--- config.mk ---
export PLATFORM = sky130hd
export DESIGN_NAME = aud_adc_rx_flat
export DESIGN_NICKNAME = d
export VERILOG_FILES = /design/src/rtl/aud_pkg.sv /design/src/rtl/aud_adc_rx_if.sv /design/src/rtl/aud_in_sync.sv /design/src/rtl/aud_adc_rx.sv /design/src/flat_wrapper.sv
export SDC_FILE = /design/constraint.sdc
export NUM_CORES = 1
export LEC_CHECK = 0
export ABC_AREA = 0
export BUFFER_PORTS_ARGS = -buffer_cell sky130_fd_sc_hd__buf_4
export CAP_MARGIN = 0
export CORE_ASPECT_RATIO = 0.5
export CORE_MARGIN = 2
export CORE_UTILIZATION = 52
export DETAILED_ROUTE_END_ITERATION = 7
export PLACE_DENSITY = 0.74
export SYNTH_ARGS = -nofsm -noshare
export SYNTH_HDL_FRONTEND = slang
export SYNTH_HIERARCHICAL = 1
export SYNTH_SLANG_ARGS = --single-unit
--- constraint.sdc ---
create_clock -name iCLK_18_4 -period 2.8 [get_ports iCLK_18_4]
set_clock_uncertainty 0.15 [all_clocks]
set_input_delay 0.14 -clock iCLK_18_4 [delete_from_list [all_inputs] [get_ports iCLK_18_4]]
set_output_delay 0.14 -clock iCLK_18_4 [all_outputs]
set_load 0.05 [all_outputs]
--- src/rtl/aud_pkg.sv ---
// Shared audio codec definitions for the ADC receive and DAC transmit paths.
package aud_pkg;

    typedef enum logic [1:0] {
        HUNT,
        LEFT,
        RIGHT
    } ch_state_t;

    localparam int unsigned AUD_DATA_WIDTH  = 16;
    localparam int unsigned AUD_CHANNEL_NUM = 2;
    localparam int unsigned AUD_SAMPLE_RATE = 48000;

    // Source select for the DAC feed: memory reader, ADC loopback, tone, mute.
    typedef enum logic [1:0] {
        SRC_MEM,
        SRC_ADC_LOOP,
        SRC_TONE,
        SRC_MUTE
    } src_sel_t;

endpackage

--- src/rtl/aud_adc_rx_if.sv ---
// Stereo sample-pair valid/ready handshake from the ADC receiver to its consumer.
interface aud_adc_rx_if
    import aud_pkg::*;
#(
    parameter int unsigned DATA_WIDTH = AUD_DATA_WIDTH
);
    logic [DATA_WIDTH-1:0] oLEFT_DATA;
    logic [DATA_WIDTH-1:0] oRIGHT_DATA;
    logic                  oSAMPLE_VALID;
    logic                  iSAMPLE_READY;

    modport master (
        output oLEFT_DATA,
        output oRIGHT_DATA,
        output oSAMPLE_VALID,
        input  iSAMPLE_READY
    );

    modport slave (
        input  oLEFT_DATA,
        input  oRIGHT_DATA,
        input  oSAMPLE_VALID,
        output iSAMPLE_READY
    );
endinterface

--- src/rtl/aud_in_sync.sv ---
// Multi-flop synchroniser for the codec pins; bit 0 is the bit clock and gets a
// history flop to produce a single-cycle rise strobe.
module aud_in_sync
    import aud_pkg::*;
#(
    parameter int unsigned WIDTH       = 3,
    parameter int unsigned SYNC_STAGES = 2
) (
    input  logic             iCLK_18_4,
    input  logic             iRST_N,
    input  logic [WIDTH-1:0] pin,
    output logic [WIDTH-1:1] synced,
    output logic             rise
);
    logic [WIDTH-1:0] stage_q [SYNC_STAGES];
    logic             hist_q;

    always_ff @(posedge iCLK_18_4 or negedge iRST_N) begin
        if (!iRST_N) begin
            for (int unsigned i = 0; i < SYNC_STAGES; i++) begin
                stage_q[i] <= '0;
            end
            hist_q <= 1'b0;
        end else begin
            stage_q[0] <= pin;
            for (int unsigned i = 1; i < SYNC_STAGES; i++) begin
                stage_q[i] <= stage_q[i-1];
            end
            hist_q <= stage_q[SYNC_STAGES-1][0];
        end
    end

    // Non-clock pins are taken from the same stage the rise is detected on.
    assign synced = stage_q[SYNC_STAGES-1][WIDTH-1:1];
    assign rise   = stage_q[SYNC_STAGES-1][0] & ~hist_q;

endmodule

--- src/rtl/aud_adc_rx.sv ---
// Codec ADC serial receiver: deserialises BCK/LRCK/DATA MSB-first into stereo
// pairs and presents each left/right pair on a single-entry valid/ready register.
module aud_adc_rx
    import aud_pkg::*;
#(
    parameter int unsigned DATA_WIDTH      = AUD_DATA_WIDTH,
    parameter int unsigned I2S_DELAY       = 0,
    parameter logic        LEFT_LRCK_LEVEL = 1'b1,
    parameter int unsigned SYNC_STAGES     = 2
) (
    input  logic         iCLK_18_4,
    input  logic         iRST_N,
    input  logic         iAUD_BCK,
    input  logic         iAUD_ADCLRCK,
    input  logic         iAUD_ADCDAT,
    aud_adc_rx_if.master smp,
    output logic         oOVERFLOW,
    output logic         oSHORT_WORD,
    input  logic         iSTAT_CLR
);
    localparam int unsigned    CW       = $clog2(DATA_WIDTH + 1);
    localparam logic [CW-1:0] CNT_FULL = CW'(DATA_WIDTH);

    logic [2:1] synced;
    logic       bck_rise;
    logic       lrck_s;
    logic       dat_s;

    aud_in_sync #(
        .WIDTH       (3),
        .SYNC_STAGES (SYNC_STAGES)
    ) u_sync (
        .iCLK_18_4 (iCLK_18_4),
        .iRST_N    (iRST_N),
        .pin       ({iAUD_ADCDAT, iAUD_ADCLRCK, iAUD_BCK}),
        .synced    (synced),
        .rise      (bck_rise)
    );

    assign lrck_s = synced[1];
    assign dat_s  = synced[2];

    ch_state_t             state_q, state_d;
    logic                  lrck_prev_q;
    logic                  lrck_seen_q;
    logic [DATA_WIDTH-1:0] shift_q;
    logic [CW-1:0]         cnt_q;
    logic [DATA_WIDTH-1:0] left_hold_q;
    logic [DATA_WIDTH-1:0] pair_left_q;
    logic [DATA_WIDTH-1:0] pair_right_q;
    logic                  push_q;

    logic                  boundary;
    logic                  load_left;
    logic                  push;
    logic                  capture;
    logic                  short_evt;
    logic [DATA_WIDTH-1:0] word;

    logic [DATA_WIDTH-1:0] left_q;
    logic [DATA_WIDTH-1:0] right_q;
    logic                  valid_q;
    logic                  ovf_q;
    logic                  short_q;

    // The first BCK rise after reset only records LRCK, so a stream resumed
    // mid-word can never look like a fresh channel boundary.
    assign boundary = bck_rise && lrck_seen_q && (lrck_s != lrck_prev_q);

    assign word = shift_q << (CNT_FULL - cnt_q);

    always_ff @(posedge iCLK_18_4 or negedge iRST_N) begin
        if (!iRST_N) begin
            state_q <= HUNT;
        end else begin
            state_q <= state_d;
        end
    end

    always_comb begin
        state_d = state_q;
        if (boundary) begin
            unique case (state_q)
                HUNT:    if (lrck_s == LEFT_LRCK_LEVEL) state_d = LEFT;
                LEFT:    state_d = RIGHT;
                RIGHT:   state_d = LEFT;
                default: state_d = HUNT;
            endcase
        end
    end

    always_comb begin
        load_left = 1'b0;
        push      = 1'b0;
        capture   = 1'b0;
        unique case (state_q)
            LEFT: begin
                load_left = boundary;
                capture   = bck_rise && !boundary && (cnt_q < CNT_FULL);
            end
            RIGHT: begin
                push    = boundary;
                capture = bck_rise && !boundary && (cnt_q < CNT_FULL);
            end
            default: ;
        endcase
        short_evt = (load_left || push) && (cnt_q < CNT_FULL);
    end

    always_ff @(posedge iCLK_18_4 or negedge iRST_N) begin
        if (!iRST_N) begin
            lrck_prev_q  <= 1'b0;
            lrck_seen_q  <= 1'b0;
            shift_q      <= '0;
            cnt_q        <= '0;
            left_hold_q  <= '0;
            pair_left_q  <= '0;
            pair_right_q <= '0;
            push_q       <= 1'b0;
        end else begin
            if (bck_rise) begin
                lrck_prev_q <= lrck_s;
                lrck_seen_q <= 1'b1;
            end
            if (boundary) begin
                if (I2S_DELAY == 0) begin
                    shift_q <= DATA_WIDTH'(dat_s);
                    cnt_q   <= CW'(1);
                end else begin
                    shift_q <= '0;
                    cnt_q   <= '0;
                end
            end else if (capture) begin
                shift_q <= {shift_q[DATA_WIDTH-2:0], dat_s};
                cnt_q   <= cnt_q + CW'(1);
            end
            if (load_left) begin
                left_hold_q <= word;
            end
            push_q <= push;
            if (push) begin
                pair_left_q  <= left_hold_q;
                pair_right_q <= word;
            end
        end
    end

    // A push that meets an accepting consumer replaces the held pair directly,
    // so valid stays high across back-to-back pairs.
    always_ff @(posedge iCLK_18_4 or negedge iRST_N) begin
        if (!iRST_N) begin
            left_q  <= '0;
            right_q <= '0;
            valid_q <= 1'b0;
            ovf_q   <= 1'b0;
            short_q <= 1'b0;
        end else begin
            if (push_q && (!valid_q || smp.iSAMPLE_READY)) begin
                left_q  <= pair_left_q;
                right_q <= pair_right_q;
                valid_q <= 1'b1;
            end else if (valid_q && smp.iSAMPLE_READY) begin
                valid_q <= 1'b0;
            end

            if (push_q && valid_q && !smp.iSAMPLE_READY) begin
                ovf_q <= 1'b1;
            end else if (iSTAT_CLR) begin
                ovf_q <= 1'b0;
            end

            if (short_evt) begin
                short_q <= 1'b1;
            end else if (iSTAT_CLR) begin
                short_q <= 1'b0;
            end
        end
    end

    assign smp.oLEFT_DATA    = left_q;
    assign smp.oRIGHT_DATA   = right_q;
    assign smp.oSAMPLE_VALID = valid_q;
    assign oOVERFLOW         = ovf_q;
    assign oSHORT_WORD       = short_q;

endmodule
--- src/flat_wrapper.sv ---
// flat-port wrapper written by rule: the top's interface ports become plain ports
module aud_adc_rx_flat import aud_pkg::*;
#(
    parameter int unsigned DATA_WIDTH      = AUD_DATA_WIDTH,
    parameter int unsigned I2S_DELAY       = 0,
    parameter logic        LEFT_LRCK_LEVEL = 1'b1,
    parameter int unsigned SYNC_STAGES     = 2
)
  (iCLK_18_4, iRST_N, iAUD_BCK, iAUD_ADCLRCK, iAUD_ADCDAT, oOVERFLOW, oSHORT_WORD, iSTAT_CLR, smp_oLEFT_DATA, smp_oRIGHT_DATA, smp_oSAMPLE_VALID, smp_iSAMPLE_READY);
  aud_adc_rx_if #(.DATA_WIDTH(DATA_WIDTH)) smp_i ();
  input  logic iCLK_18_4;
  input  logic iRST_N;
  input  logic iAUD_BCK;
  input  logic iAUD_ADCLRCK;
  input  logic iAUD_ADCDAT;
  output logic oOVERFLOW;
  output logic oSHORT_WORD;
  input  logic iSTAT_CLR;
  output wire logic [$bits(smp_i.oLEFT_DATA)-1:0] smp_oLEFT_DATA;
  output wire logic [$bits(smp_i.oRIGHT_DATA)-1:0] smp_oRIGHT_DATA;
  output wire logic [$bits(smp_i.oSAMPLE_VALID)-1:0] smp_oSAMPLE_VALID;
  input wire logic [$bits(smp_i.iSAMPLE_READY)-1:0] smp_iSAMPLE_READY;
  assign smp_oLEFT_DATA = smp_i.oLEFT_DATA;
  assign smp_oRIGHT_DATA = smp_i.oRIGHT_DATA;
  assign smp_oSAMPLE_VALID = smp_i.oSAMPLE_VALID;
  assign smp_i.iSAMPLE_READY = smp_iSAMPLE_READY;
  aud_adc_rx #(.DATA_WIDTH(DATA_WIDTH), .I2S_DELAY(I2S_DELAY), .LEFT_LRCK_LEVEL(LEFT_LRCK_LEVEL), .SYNC_STAGES(SYNC_STAGES)) u_core (.iCLK_18_4(iCLK_18_4), .iRST_N(iRST_N), .iAUD_BCK(iAUD_BCK), .iAUD_ADCLRCK(iAUD_ADCLRCK), .iAUD_ADCDAT(iAUD_ADCDAT), .smp(smp_i), .oOVERFLOW(oOVERFLOW), .oSHORT_WORD(oSHORT_WORD), .iSTAT_CLR(iSTAT_CLR));
endmodule
==> impl_summary.md <==
Timing
At the pin with the least slew margin, the transition time is 0.788 ns. In this run the tightest slew margin relative to its limit is 0.474. In the final timing run, aggregate negative setup slack is 0 ns. The post-route fraction of the period consumed by the critical path is 0.911.

Once routing completed, OpenROAD measured the worst setup slack at 0.248 ns. The number of failing hold endpoints at the final stage is 0. The worst path needs 2.55 ns of the cycle, external delays included.

Timing would allow up to 392 MHz. Setup violations remaining at the end of the flow were counted as 0. The final number of max-transition violations is 0. Setup repair after global routing left no endpoint under its margin.

Worst setup path
The critical path's top delay family is compound AO/OA/AOI/OAI gates. The worst setup path is launched from a flip-flop. For the worst setup path, the data arrival time is 2.69 ns. The critical path in this run is classified as flip-flop to flip-flop. Walking the worst path, the cells encountered are buf_4 -> o31a_1 -> o21bai_1 -> o22ai_1 -> a22o_1 -> mux2_2. The maximum net fanout on the critical path is 21. The critical path capture point type is a flip-flop. On the critical path, the stage with the largest delay is an instance of sky130_fd_sc_hd__o21bai_1. STA puts the critical path data required time at 2.94 ns.

Together, buffers and inverters on the worst path number 1. In this design, the stage delay of the slowest critical-path cell is 0.65 ns.

Drt
The count of antenna-violating nets left after detailed routing is 0. The length of the first detailed-routing pass in iterations is 6. The aggregate routed wire length is 10500 um. After detailed routing, the number of remaining DRC violations is 0. The routed layout has 3279 vias. The met3 wire length is 706 um.

The average wire per cell in the routed design is 17.7 um. The total met2 wirelength after detailed routing is 4690 um. The topmost layer with routed signal wires is met4.

For this block, wires on met1 add up to 4920 um. The initial detailed-routing violation count is 290. The per-cell via count in the routed design is 5.53.

GRT
The initial antenna violation count is 0. The global-route congestion overflow total is 0. The largest net degree at the start of global routing is 117. The first global-routing pass estimated 17500 um of wire. The total global routing track utilization is 0.213. The number of global-route vias before repair came to 3305.

Final layout
In the layout the commonest cells are 116 x sky130_fd_sc_hd__dfrtp_1, 82 x sky130_fd_sc_hd__mux2_2, 51 x sky130_fd_sc_hd__buf_4. The fraction of layout cells with a size suffix above 1 is 0.400. The library cell used most frequently in the layout, excluding fill and tap cells, is sky130_fd_sc_hd__dfrtp_1. The number of antenna cells inserted is 0.

From synthesis to final layout, the design area changed by 21.8%. In the final design database the tool counted 460 nets.

CTS
For this design, the sink count on the clock tree is 116. TritonCTS built the clock tree. The clock latency reported for the late side of the worst-skew pair is 0.41 ns. The total CTS buffers is 17.

The clock passes through at most 2 buffers. The CTS root buffer is sky130_fd_sc_hd__clkbuf_16. The buffer count from post-CTS setup fixing is 0. The clock tree synthesis step divided the H-tree into 4 levels. The clock-pin slew reported for the worst setup and hold paths after clock tree synthesis is 0.05 ns.

Synth
Yosys printed 6 warnings. In this run the cell area of the synthesized design comes to 0.00519 sq mm. The net count of the mapped netlist is 405. After synthesis, the share of flip-flops with an asynchronous set or reset is 1.00.

Counting flops with a built-in enable in the synthesized netlist gives 0. The predominant post-synthesis flop cell is sky130_fd_sc_hd__dfrtp_1. Synthesis produced a netlist whose cell count is 390. The sequential area share after synthesis is 0.559.

The count of distinct cell types in the synthesized netlist is 45. The synthesized flop and latch total is 116. Dividing the synthesized area by the synthesized cell count gives 13.3 sq um.

Floorplan
The I/O pin count is 42. The floorplan has 25 rows. The die covers 0.0109 sq mm.

The core region is 0.00957 sq mm. For this configuration, the core starts out at a cell density of 0.543. In this run the vertical extent of the chip is 74.7 um. The floorplan die width is 145 um.

Hold path
In this run the worst hold path is classified as primary input to asynchronous set/reset pin.

Pwr
The maximum ir drop on the vdd rail is 0.549 mV. Summed over all cells, the static leakage comes to 3.14 nW. The power density normalized to cell area is 920 mW/mm^2.

Place
The final weighted congestion in routability-driven placement is 0.956. The pre-CTS setup slack is 0.222 ns. The estimated wirelength of the detail-placed design is 6880 um. The number of port buffers is 41.

Run status
The run finished with clean final reports.

Flow run
The count of max-cap constraint violations is 0.
==> flip-flops by register name (all words and copies together), names as in the netlist, 2 cells and up <==
register	flops
u_core/smp.oLEFT_DATA	16
u_core/shift_q	16
u_core/state_q	2
u_core/left_hold_q	16
u_core/pair_right_q	16
u_core/u_sync/synced	2
u_core/u_sync/stage_q	4
u_core/smp.oRIGHT_DATA	16
u_core/pair_left_q	16
u_core/cnt_q	5
==> what timing repair did <==
action / CTS / global route
endpoints found under the hold margin: 122 / 0
hold buffers: 6 / 0
endpoints found under the setup margin: 0 / 2
gates resized for setup: 0 / 1
==> synth_stat cells (2+ instances only) <==
library cell | n | area (sq um)
sky130_fd_sc_hd__dfrtp_1 | 116 | 2900
sky130_fd_sc_hd__mux2_2 | 82 | 923
sky130_fd_sc_hd__mux2i_1 | 35 | 350
sky130_fd_sc_hd__nor2_1 | 29 | 109
sky130_fd_sc_hd__nand2_1 | 18 | 67.6
sky130_fd_sc_hd__buf_2 | 14 | 70.1
sky130_fd_sc_hd__ha_1 | 8 | 100
sky130_fd_sc_hd__inv_1 | 8 | 30.0
sky130_fd_sc_hd__nor3_1 | 6 | 30.0
sky130_fd_sc_hd__mux4_2 | 5 | 113
sky130_fd_sc_hd__o21ai_0 | 5 | 25.0
sky130_fd_sc_hd__o22ai_1 | 5 | 31.3
sky130_fd_sc_hd__a21oi_1 | 4 | 20.0
sky130_fd_sc_hd__buf_1 | 4 | 15.0
sky130_fd_sc_hd__nand2b_1 | 4 | 25.0
sky130_fd_sc_hd__xor2_1 | 4 | 35.0
sky130_fd_sc_hd__and2_1 | 3 | 18.8
sky130_fd_sc_hd__buf_4 | 3 | 22.5
sky130_fd_sc_hd__nor3b_1 | 3 | 22.5
sky130_fd_sc_hd__a32oi_1 | 2 | 17.5
sky130_fd_sc_hd__clkbuf_1 | 2 | 7.51
sky130_fd_sc_hd__nand4_1 | 2 | 12.5
sky130_fd_sc_hd__o21ba_2 | 2 | 20.0
sky130_fd_sc_hd__o22a_1 | 2 | 17.5
sky130_fd_sc_hd__o32ai_1 | 2 | 17.5
sky130_fd_sc_hd__or3_1 | 2 | 12.5
sky130_fd_sc_hd__xnor2_1 | 2 | 17.5
==> worst paths after layout <==
| path | depth (start not counted) | start | slack (ns) | to |
|---|---|---|---|---|
| min in group iCLK_18_4 | 0 | u_core/u_sync/stage_q[5] | 0.20 | u_core/u_sync/synced[2] |
| min reg2reg | 0 | u_core/u_sync/stage_q[5] | 0.20 | u_core/u_sync/synced[2] |
| max reg2reg | 6 | u_core/cnt_q[0] | 0.25 | u_core/pair_right_q[8] |
| max | 6 | u_core/cnt_q[0] | 0.25 | u_core/pair_right_q[8] |
| max in group asynchronous | 3 | iRST_N | 1.82 | u_core/push_q |
| min | 3 | iRST_N | 0.17 | u_core/shift_q[4] |
==> through the flow <==
stage                     instance area, sq um  utilization  instances  power [mW]  hold WS (ns)
after floorplan                           5200            -        390        3.27        -0.306
after global placement                    5690        0.595        555        3.71         0.100
after detailed placement                  5690        0.595        555        3.76         0.101
after CTS                                 6320        0.660        593        5.84         0.205
after global routing                      6330        0.661        593        6.12         0.209
final                                     6330        0.661        593        5.82         0.169
==> power breakdown <==
part	switching [mW]	total [mW]	internal [mW]
sequential	0.165	2.07	1.90
clock	0.789	2.04	1.25
combinational	0.971	1.72	0.747
==> logic make-up after synthesis <==
family / synth area share
mux: 0.267
flops: 0.559
simple gates: 0.0708
buf+inv: 0.0301
compound gates: 0.0441
fa+ha+maj: 0.0193
xor+xnor: 0.0101
==> worst register-to-register path: stages (launching register included) <==
cell and delay (ns):
sky130_fd_sc_hd__dfrtp_1 0.37, sky130_fd_sc_hd__buf_4 0.22, sky130_fd_sc_hd__o31a_1 0.36, sky130_fd_sc_hd__o21bai_1 0.65
sky130_fd_sc_hd__o22ai_1 0.21, sky130_fd_sc_hd__a22o_1 0.22, sky130_fd_sc_hd__mux2_2 0.26
==> final cells by class <==
class / count / area [sq um]
clock buffers: 18 / 439
clock inverters: 14 / 128
fillers: 714 / 3240
inverters: 8 / 30.0
multi-input cells: 242 / 2160
flip-flops and latches: 116 / 2900
well taps: 135 / 169
repair buffers: 60 / 503
==> layer usage <==
layer / vias up / track usage
li1: 1493 / -
met1: 1661 / 0.290
met2: 108 / 0.320
met3: 17 / 0.0739
met4: 0 / 0.0882
met5: - / 0
Power figures use the tool's default switching activity.
